`config.mk`:
```
export PLATFORM = sky130hd
export DESIGN_NAME = cmm_sfifo_rd_skid_flat
export DESIGN_NICKNAME = d
export VERILOG_FILES = /design/src/rtl/cmm_sfifo_rd_skid_if.sv /design/src/rtl/cmm_sfifo_rd_skid.sv /design/src/flat_wrapper.sv
export SDC_FILE = /design/constraint.sdc
export NUM_CORES = 1
export LEC_CHECK = 0
export CORE_ASPECT_RATIO = 0.8
export CORE_MARGIN = 4
export CORE_UTILIZATION = 30
export DETAILED_ROUTE_END_ITERATION = 8
export PLACE_DENSITY = 0.59
export SLEW_MARGIN = 20
export SYNTH_ARGS = -nofsm -noshare
export SYNTH_HDL_FRONTEND = slang
export SYNTH_SLANG_ARGS = --single-unit
```
`constraint.sdc`:
```
create_clock -name clk -period 5.6 [get_ports clk]
set_clock_uncertainty 0.15 [all_clocks]
set_input_delay 1.68 -clock clk [delete_from_list [all_inputs] [get_ports clk]]
set_output_delay 1.68 -clock clk [all_outputs]
set_load 0.02 [all_outputs]
```
`src/rtl/cmm_sfifo_rd_skid_if.sv`:
```
// rtl/cmm_sfifo_rd_skid_if.sv - upstream FIFO read port and downstream valid/ready stream bundle
interface cmm_sfifo_rd_skid_if #(
    parameter int C_DW = 32
) ();
    logic            flush;
    logic            fifo_empty;
    logic [C_DW-1:0] fifo_dout;
    logic            fifo_pop;
    logic            m_valid;
    logic            m_ready;
    logic [C_DW-1:0] m_data;
    logic [1:0]      occ;

    // Skid block side
    modport slave (
        input  flush,
        input  fifo_empty,
        input  fifo_dout,
        output fifo_pop,
        output m_valid,
        input  m_ready,
        output m_data,
        output occ
    );

    // Environment side: FIFO model, consumer and flush control
    modport master (
        output flush,
        output fifo_empty,
        output fifo_dout,
        input  fifo_pop,
        input  m_valid,
        output m_ready,
        input  m_data,
        input  occ
    );
endinterface

```
`src/rtl/cmm_sfifo_rd_skid.sv`:
```
// rtl/cmm_sfifo_rd_skid.sv - two-entry registered skid buffer on a zero-latency FIFO read port
module cmm_sfifo_rd_skid #(
    parameter int C_DW = 32
) (
    input  logic                 clk,
    input  logic                 rst,
    cmm_sfifo_rd_skid_if.slave   bus
);

    // Entry 0 is the head presented downstream, entry 1 the skid slot.
    logic [C_DW-1:0] entry0;
    logic [C_DW-1:0] entry1;
    logic [1:0]      cnt;
    logic            pop;
    logic            xfer;

    // Pop decision depends only on local state, never on m_ready, so the
    // upstream read strobe carries no combinational path from the consumer.
    // rst is folded in so the strobe drops immediately while reset is held.
    assign pop  = ~rst & ~bus.fifo_empty & ~bus.flush & ~cnt[1];

    // A flush cycle swallows the consumer handshake: nothing is transferred.
    assign xfer = (cnt != 2'd0) & bus.m_ready & ~bus.flush;

    assign bus.fifo_pop = pop;
    assign bus.m_valid  = (cnt != 2'd0);
    assign bus.m_data   = entry0;
    assign bus.occ      = cnt;

    // Occupancy: flush empties the buffer, otherwise add pops and subtract transfers.
    always_ff @(posedge clk or posedge rst) begin
        if (rst) begin
            cnt <= 2'd0;
        end else if (bus.flush) begin
            cnt <= 2'd0;
        end else begin
            cnt <= cnt + {1'b0, pop} - {1'b0, xfer};
        end
    end

    // Entry data: capture popped word into the first free slot, or shift the
    // tail forward when the head leaves; data registers carry no reset.
    always_ff @(posedge clk) begin
        case ({pop, xfer})
            2'b10: begin
                if (cnt == 2'd0) begin
                    entry0 <= bus.fifo_dout;
                end else begin
                    entry1 <= bus.fifo_dout;
                end
            end
            2'b11: begin
                entry0 <= bus.fifo_dout;
            end
            2'b01: begin
                if (cnt == 2'd2) begin
                    entry0 <= entry1;
                end
            end
            default: begin
            end
        endcase
    end

endmodule

```
`src/flat_wrapper.sv`:
```
// flat-port wrapper written by rule: the top's interface ports become plain ports
module cmm_sfifo_rd_skid_flat 
#(
    parameter int C_DW = 32
)
  (clk, rst, bus_flush, bus_fifo_empty, bus_fifo_dout, bus_fifo_pop, bus_m_valid, bus_m_ready, bus_m_data, bus_occ);
  cmm_sfifo_rd_skid_if #(.C_DW(C_DW)) bus_i ();
  input  logic clk;
  input  logic rst;
  input wire logic [$bits(bus_i.flush)-1:0] bus_flush;
  input wire logic [$bits(bus_i.fifo_empty)-1:0] bus_fifo_empty;
  input wire logic [$bits(bus_i.fifo_dout)-1:0] bus_fifo_dout;
  output wire logic [$bits(bus_i.fifo_pop)-1:0] bus_fifo_pop;
  output wire logic [$bits(bus_i.m_valid)-1:0] bus_m_valid;
  input wire logic [$bits(bus_i.m_ready)-1:0] bus_m_ready;
  output wire logic [$bits(bus_i.m_data)-1:0] bus_m_data;
  output wire logic [$bits(bus_i.occ)-1:0] bus_occ;
  assign bus_i.flush = bus_flush;
  assign bus_i.fifo_empty = bus_fifo_empty;
  assign bus_i.fifo_dout = bus_fifo_dout;
  assign bus_fifo_pop = bus_i.fifo_pop;
  assign bus_m_valid = bus_i.m_valid;
  assign bus_i.m_ready = bus_m_ready;
  assign bus_m_data = bus_i.m_data;
  assign bus_occ = bus_i.occ;
  cmm_sfifo_rd_skid #(.C_DW(C_DW)) u_core (.clk(clk), .rst(rst), .bus(bus_i));
endmodule
```
==> reports/metrics.yaml <==
status: "completed"
cpLargestDelayFamily: "buffers and inverters"
routed-via-count: 1323
worst-path-max-fanout: 5
dieHeight_um: 92.2
layout_common_cells: "clkdlybuf4s50_1, edfxtp_1, mux2_4"
power_density_nw_per_um2: 347
cp-end-kind: "output port"
ant_nets: 0
hold_viol_final: 0
core_area_sq_um: 8560
grt_max_degree: 34
rsz0062_at_grt: "no"
via_per_inst: 4.15
netlist.area_leader.share: 0.722
routed_wl_um: 4380
gr-usage-all-layers: 0.0884
firstDrtPassIters: 4
clock-sinks: 66
synth_nets: 163
cts_tree: "done"
slew_headroom: 0.460
htreeDepth: 3
start_util: 0.311
yosys_warnings: 0
final_cells: 319
fill_cells: 769
fp-row-count: 30
cp_slowest_cell: "clkdlybuf4s50_1"
seq_area_frac_synth: 0.741
crit_arrival_ns: 3.37
grt_pass1_wl_um: 6960
crit_type: "in2out"
remaining_drc_errors: 0
hp-class: "reg2reg"
die_area_sq_um: 10500
register_area_sq_um: 1970
cts-resized-gates: 0
multi_input_area_sq_um: 646
clk_pin_slew_ns: 0.07
vdd_drop_max_mv: 0.125
crit_chain: "clkdlybuf4s50_1 -> nor4_1 -> clkdlybuf4s50_1"
ys_ff_latch: 66
finalCriticalPeriod_ns: 5.20
yosysTopAreaCell: "edfxtp_1"
setup_viol: 0
ys_types: 17
netlist_area_sq_um: 2660
syn_avg_cell_area_sq_um: 22.0
power.leakage_uw: 0.00134
syn_inst: 121
layout-drive-gt1-share: 0.261
cp_common_cell: "clkdlybuf4s50_1"
fmax_mhz: 192
drv_slew: 0
syn_to_final_growth_pct: 41.6
port_buffers: 72
cts_hold_buf: 0
first_global_vias: 1341
diodes: 0
maxCapViolations: 0
ios: 73
tightest_slew_ns: 0.810
finalSetupTns_ns: 0
hpwl_um: 3080
setup.worst_path.start_class: "input pin"
nets: 244
place_inst: 303
cp.required_ns: 3.77
cts_max_path_buffers: 2
post_cts_buffers: 0
clk_latency_ns: 0.32
grt_overflow_total: 0
numCtsBuffers: 9
drt_iter0_markers: 35
final_common_cell: "clkdlybuf4s50_1"
dieWidth_um: 113
fin_crit_sh: 0.928
place.gp.congestion: 0.690
critPathBufInv: 2
root_buffer: "clkbuf_8"
synthTopCellsByArea: "edfxtp_1, mux2_4, ha_1"
drt-wirelength-per-cell_um: 13.7
critPathMaxStageDelay_ns: 0.71
antenna_found_initial: 0
-- stage by stage --
| step | total power (uW) | util | hold WS [ns] | instance area (sq um) | setup WS (ns) |
|---|---|---|---|---|---|
| global route | 1370 | 0.440 | 0.387 | 3770 | 0.290 |
| CTS | 1330 | 0.440 | 0.389 | 3770 | 0.398 |
| floorplan | 707 | - | 0.373 | 2660 | 0.149 |
| global placement | 805 | 0.410 | 0.379 | 3500 | 0.407 |
| detailed placement | 806 | 0.410 | 0.384 | 3500 | 0.414 |
| finish | 1310 | 0.440 | 0.384 | 3770 | 0.404 |
-- cell families (layout without fill, tap and decap cells) --
| kind of cell | Yosys count | in the layout | synth area share |
|---|---|---|---|
| AND/OR/NAND/NOR | 8 | 8 | 0.0193 |
| XOR/XNOR | 1 | 1 | 0.00846 |
| adder cells (fa/ha/maj) | 5 | 5 | 0.0235 |
| flip-flops | 66 | 66 | 0.741 |
| AO/OA/AOI/OAI | 1 | 1 | 0.00470 |
| multiplexers | 33 | 33 | 0.182 |
| buffers and inverters | 7 | 93 | 0.0212 |
-- Yosys cell counts --
cell type,number
ha_1,5
o31ai_2,1
and2_1,1
nor2b_1,1
and3b_1,1
edfxtp_1,64
mux2_4,30
nor2_1,1
inv_1,3
buf_6,4
nand3b_1,1
xnor3_1,1
or3_1,1
dfrtp_1,2
nor4_1,1
or2_2,1
mux2_2,3
-- layout make-up --
| cell class | instances | share of cell area |
|---|---|---|
| Sequential cell | 66 | 0.523 |
| Timing Repair Buffer | 74 | 0.195 |
| Tap cell | 112 | 0.0372 |
| Multi-Input combinational cell | 48 | 0.171 |
| Inverter | 3 | 0.00299 |
| Clock inverter | 6 | 0.0362 |
| Clock buffer | 10 | 0.0339 |
-- worst reg2reg max path, delay by kind of cell, from the launching register on --
| family | cells | cell delay, ns |
|---|---|---|
| compound gates | 1 | 0.22 |
| fa+ha+maj | 1 | 0.22 |
| buf+inv | 3 | 0.85 |
| flops | 1 | 0.44 |
| simple gates | 2 | 1.01 |
-- per-layer routing --
layer | vias to the layer above | global-route usage | wire length [um]
met5 | - | 0 | 0
met3 | 7 | 0.0449 | 309
met4 | 0 | 0.0300 | 37
met2 | 50 | 0.134 | 1980
li1 | 636 | - | -
met1 | 630 | 0.109 | 2040
-- path summary, 6_finish.rpt --
path	cells after the start	slack, ns	endpoint	start
setup / recovery	3	0.40	bus_fifo_pop	bus_flush
hold / removal	1	0.38	u_core.bus.m_data[10]	u_core.entry1[10]
setup reg to reg	7	2.40	u_core.bus.m_data[31]	u_core.bus.occ[1]
hold reg to reg	1	0.38	u_core.bus.m_data[10]	u_core.entry1[10]
max in group asynchronous	2	3.81	u_core.bus.occ[0]	rst
min in group asynchronous	2	1.38	u_core.bus.occ[1]	rst
-- report_power, final --
group	total [uW]	switching (uW)	internal [uW]	leakage (uW)
clock network	515	173	342	0.000127
registers	596	10.1	586	0.000616
logic	195	90.2	105	0.000600
total	1310	273	1030	0.00134
-- flip-flops by register name, summed over array words and instances (netlist names) --
name	cells
u_core.bus.m_data	32
u_core.bus.occ	2
u_core.entry1	32
(Power assumes the default switching activity.)
